File: config.mk
export PLATFORM = sky130hd
export DESIGN_NAME = fetch_unit
export DESIGN_NICKNAME = d
export VERILOG_FILES = /design/src/rtl/fetch_unit.sv
export SDC_FILE = /design/constraint.sdc
export NUM_CORES = 2
export LEC_CHECK = 0
export CAP_MARGIN = 10
export CORE_MARGIN = 2
export CORE_UTILIZATION = 52
export CTS_BUF_LIST = sky130_fd_sc_hd__clkbuf_16
export DETAILED_ROUTE_END_ITERATION = 8
export PLACE_DENSITY = 0.68
export SYNTH_ARGS = -nofsm -noshare
export SYNTH_HDL_FRONTEND = slang
export SYNTH_SLANG_ARGS = --single-unit
File: constraint.sdc
create_clock -name clock -period 7.2 [get_ports clock]
set_input_delay 1.44 -clock clock [delete_from_list [all_inputs] [get_ports clock]]
set_output_delay 1.44 -clock clock [all_outputs]
set_load 0.02 [all_outputs]
File: src/rtl/fetch_unit.sv
// Instruction-fetch stage: writable instruction memory with synchronous read,
// a fetch PC with sequential/redirect updates, and a small in-order output FIFO.
module fetch_unit #(
  parameter int unsigned     ADDR_WIDTH = 6,
  parameter int unsigned     XLEN       = 32,
  parameter logic [XLEN-1:0] RESET_PC   = '0,
  parameter int unsigned     FIFO_DEPTH = 2
) (
  input  logic                  clock,
  input  logic                  reset,
  input  logic                  fetch_en,
  input  logic                  redirect_valid,
  input  logic [XLEN-1:0]       redirect_pc,
  input  logic                  prog_we,
  input  logic [ADDR_WIDTH-1:0] prog_addr,
  input  logic [31:0]           prog_data,
  output logic                  out_valid,
  input  logic                  out_ready,
  output logic [31:0]           out_instr,
  output logic [XLEN-1:0]       out_pc,
  output logic                  out_fault,
  output logic [XLEN-1:0]       fetch_pc
);

  localparam int unsigned MEM_DEPTH = 1 << ADDR_WIDTH;
  localparam int unsigned PTR_W     = (FIFO_DEPTH > 1) ? $clog2(FIFO_DEPTH) : 1;
  localparam int unsigned CNT_W     = $clog2(FIFO_DEPTH + 1);
  localparam logic [31:0] NOP_INSTR = 32'h0000_0013;
  localparam logic [XLEN-1:0] ALIGN_MASK = {{(XLEN-2){1'b1}}, 2'b00};

  logic [31:0]     mem_q   [MEM_DEPTH];
  logic [31:0]     instr_q [FIFO_DEPTH];
  logic [XLEN-1:0] pc_q    [FIFO_DEPTH];
  logic            fault_q [FIFO_DEPTH];

  logic [XLEN-1:0]  fetch_pc_q, fetch_pc_d;
  logic [PTR_W-1:0] wr_q, wr_d, rd_q, rd_d;
  logic [CNT_W-1:0] count_q, count_d;
  logic             pop_s, issue_s, fault_s, valid_s;

  function automatic logic [PTR_W-1:0] ptr_inc(input logic [PTR_W-1:0] p);
    if (p == PTR_W'(FIFO_DEPTH - 1)) begin
      return '0;
    end else begin
      return p + PTR_W'(1);
    end
  endfunction

  assign valid_s = (count_q != '0);
  assign fault_s = |fetch_pc_q[XLEN-1:ADDR_WIDTH+2];

  // Reset beats redirect, redirect beats issue; a redirect flushes the FIFO.
  always_comb begin
    pop_s      = valid_s && out_ready;
    issue_s    = fetch_en && !redirect_valid && !reset &&
                 ((count_q < CNT_W'(FIFO_DEPTH)) || pop_s);
    fetch_pc_d = fetch_pc_q;
    wr_d       = wr_q;
    rd_d       = rd_q;
    count_d    = count_q;
    if (reset) begin
      fetch_pc_d = RESET_PC;
      wr_d       = '0;
      rd_d       = '0;
      count_d    = '0;
    end else if (redirect_valid) begin
      fetch_pc_d = redirect_pc & ALIGN_MASK;
      wr_d       = '0;
      rd_d       = '0;
      count_d    = '0;
    end else begin
      if (issue_s) begin
        wr_d       = ptr_inc(wr_q);
        fetch_pc_d = fetch_pc_q + XLEN'(4);
      end else begin
        wr_d = wr_q;
      end
      if (pop_s) begin
        rd_d = ptr_inc(rd_q);
      end else begin
        rd_d = rd_q;
      end
      count_d = count_q + CNT_W'(issue_s) - CNT_W'(pop_s);
    end
  end

  always_ff @(posedge clock) begin
    fetch_pc_q <= fetch_pc_d;
    wr_q       <= wr_d;
    rd_q       <= rd_d;
    count_q    <= count_d;
  end

  // Memory read lands straight in the FIFO slot; old data wins on a same-word write.
  always_ff @(posedge clock) begin
    if (prog_we) begin
      mem_q[prog_addr] <= prog_data;
    end
    if (issue_s) begin
      instr_q[wr_q] <= fault_s ? NOP_INSTR : mem_q[fetch_pc_q[ADDR_WIDTH+1:2]];
      pc_q[wr_q]    <= fetch_pc_q;
      fault_q[wr_q] <= fault_s;
    end
  end

  always_comb begin
    out_valid = valid_s;
    fetch_pc  = fetch_pc_q;
    if (valid_s) begin
      out_instr = instr_q[rd_q];
      out_pc    = pc_q[rd_q];
      out_fault = fault_q[rd_q];
    end else begin
      out_instr = 32'h0000_0000;
      out_pc    = '0;
      out_fault = 1'b0;
    end
  end

endmodule

==> out/summary.txt <==
CORE AREA - 163,000 µm²
row cnt - 148
Flop pwr share - 54.1%
Max IR drop VDD - 0.0002591 V
Top FF cell, synth - edfxtp_1
wire per inst - 33.47 µm
vias in the first global route - 42.02k
worst min path class - reg -> reg
first-pass GRT wire length - 311,600 µm
Fmax - 209.3 MHz
slowest CP cell - buf_4
Warnings, synthesis - 0
switch share - 21.30%
Worst Path Required - 5.76 ns
Final Hold Fails - 0
outcome - completed
Cell Chain, Critical Path - buf_4 -> mux2i_1 -> nor2_1 -> clkdlybuf4s50_1
Clock Sinks - 2,215
Fin Setup TNS - 0 ns
Layout Area Growth over Synthesis - 13.11%
Rel. slew slack - 13.63%
CP startpoint kind - register
total number of vias - 42.22k
DP HPWL - 120,900 µm
Post-synth EDFFs - 2,174
endpoints failing setup - 0
register area - 66,120 µm²
placed cells - 6,154
IO buf count - 167
Final ANT Viol Nets - 0
post-route insts no fill - 6,537
r2r worst-path depth - 5
Tmin final - 4.778 ns
GRT Util Overall - 26.39%
clock power share - 40.3%
LEAKAGE - 29.56 nW
vias per inst - 6.459
fin crit share - 66.36%
number of fill cells - 11.41k
clock slew at reported path FFs - 0.06 ns
CP endpoint kind - output pin
Root Buffer - clkbuf_16
RSZ-0062 raised after global routing - no
Synth cell types - 61
initial antenna violation count - 8
design area - 96,660 µm²
grt ovf - 0
clk_lat worst skew - 0.84 ns
hold_buf cts - 0
PwrDens - 274.1 nW/µm²
critical path's largest stage delay - 0.78 ns
CTS tree - yes
combinational power share - 5.7%
# DRC - 0
post-CTS setup buffer count - 0
CTS H-tree depth - 4
Worst Path Max Fanout - 50
Fin Clk Skew - 0.02571 ns
slew of the pin with the lowest slew margin - 1.292 ns
Ports - 174
initial drt markers - 6,200
post-synthesis instance total - 3,913
post-synthesis cell area - 85,460 µm²
multi-input logic area - 18,630 µm²
largest net degree at the start of global routing - 113
# nets final - 4,271
post-CTS sizing - 0
Yosys reg bits - 2,215
Final Power - 26.49 mW
Psw - 5.643 mW
full die area - 167,600 µm²
routed wire length - 218,800 µm
Int Power - 20.85 mW
Critical Path AT - 3.34 ns
TritonRoute pass-1 iters - 6
Avg Cell Area, Syn - 21.84 µm²
max-slew violations - 0
layout cells sized above 1 - 24.99%
Hold Path Stages - 0
clk buf depth - 3
Max Cap Violations - 0
Num CTS Buffers - 209
routability-driven placement congestion ratio - 0.8481
async set-reset flop share out of synthesis - 0%
placed cell areas - 90,000 µm²
register area share after synthesis - 77.35%
Die H - 409.4 µm
die extent in x - 409.4 µm
Crit Path Class - reg -> out
Starting Density - 52.44%
[cell usage in the layout, fill, tap and decap left out, types with 11 or more instances in the layout]
| master | instances |
|---|---|
| clkinv_1 | 60 |
| o211ai_1 | 17 |
| o22ai_1 | 15 |
| nand2_1 | 163 |
| o21ai_0 | 34 |
| a32oi_1 | 31 |
| clkinv_2 | 36 |
| buf_2 | 32 |
| nand3_1 | 48 |
| nand4_1 | 18 |
| buf_4 | 103 |
| nor3_1 | 15 |
| nor2b_1 | 16 |
| nor2_1 | 123 |
| mux2_2 | 21 |
| nor2_4 | 65 |
| clkdlybuf4s50_1 | 135 |
| a31oi_1 | 26 |
| a21oi_1 | 27 |
| nor4_1 | 11 |
| edfxtp_1 | 2174 |
| mux2i_1 | 164 |
| clkbuf_16 | 212 |
| nand2b_1 | 12 |
| inv_1 | 46 |
| bufinv_16 | 19 |
| dfxtp_1 | 35 |
| mux4_2 | 551 |
[worst max-delay path, delay by kind of cell (launching register included)]
family / cells / cell delay (ns)
muxes: 1 / 0.28
buffers and inverters: 2 / 1.47
and+or+nand+nor: 1 / 0.16
DFF: 1 / 0.57
[layer usage]
layer  track usage [%]  vias to the layer above  share of wire (%)
met5                 0                        -              0.066
met4             7.632                        4                2.8
met3             6.010                      321                 11
met2             40.79                     2460                 47
met1             38.17                    22440                 39
li1                  -                    17000                  -
[state kept, by name, summed over array words and instances (netlist names), named ones only]
signal and count:
mem_q 2048, instr_q 64, pc_q 60, fetch_pc 30, count_q 2, fault_q 2, rd_q 1, wr_q 1
[final timing paths]
check,slack (ns),end,startpoint
worst max-delay path,2.42,out_instr[8],register
worst min register to register,0.56,pc_q[1][7],fetch_pc[7]
worst max register to register,3.36,instr_q[1][24],register
worst min-delay path,0.56,pc_q[1][7],fetch_pc[7]
[cell type report]
cell class	instances	area share, %
sequential	2215	68.40
clock buffer	212	5.488
multi-input combinational	1471	19.27
inverter	14	0.06342
timing repair buffer	281	2.599
tap	2175	2.815
clock inverter	168	1.354
antenna	1	0.002589
[power by group through the flow]
stage	Combinational, mW	Sequential [mW]	Clock (mW)
CTS	1.51	14.3	10.8
finish	1.50	14.3	10.7
global route	1.58	14.3	11.3
floorplan	0.907	14.6	0
global placement	1.48	14.6	0
detailed placement	1.50	14.6	0
[cell families after synthesis]
family	share of synthesized area (%)
AND/OR/NAND/NOR	2.605
AO/OA/AOI/OAI	1.763
flip-flops	77.35
multiplexers	16.72
adder cells (fa/ha/maj)	0.04393
other	0.004388
buffers and inverters	1.471
XOR/XNOR	0.04100
[through the flow]
stage	utilization [%]	hold slack [ns]	setup slack (ns)
after floorplan	-	0.5202	1.638
after global placement	55.23	0.5313	2.318
after detailed placement	55.23	0.5569	2.320
after CTS	59.29	0.5642	2.315
after global routing	59.32	0.5790	2.239
final	59.32	0.5627	2.422
[synthesized netlist by cell type (16+ instances only)]
cell type     n  area (µm²)
edfxtp_1   2174       65280
mux4_2      551       12410
nor2_1      189       709.4
mux2i_1     164        1642
nand2_1     163       611.8
clkbuf_1     70       262.8
buf_2        60       300.3
buf_4        51       382.9
nand3_1      48       240.2
dfxtp_1      41       820.8
o21ai_0      34       170.2
a32oi_1      31       271.5
a21oi_1      27       135.1
a31oi_1      26       162.7
mux2_2       21       236.5
nor3_1       20       100.1
buf_1        18       67.56
nand4_1      18       112.6
buf_6        17       191.4
o211ai_1     17       127.6
nor2b_1      16       100.1
(Power assumes the default switching activity.)
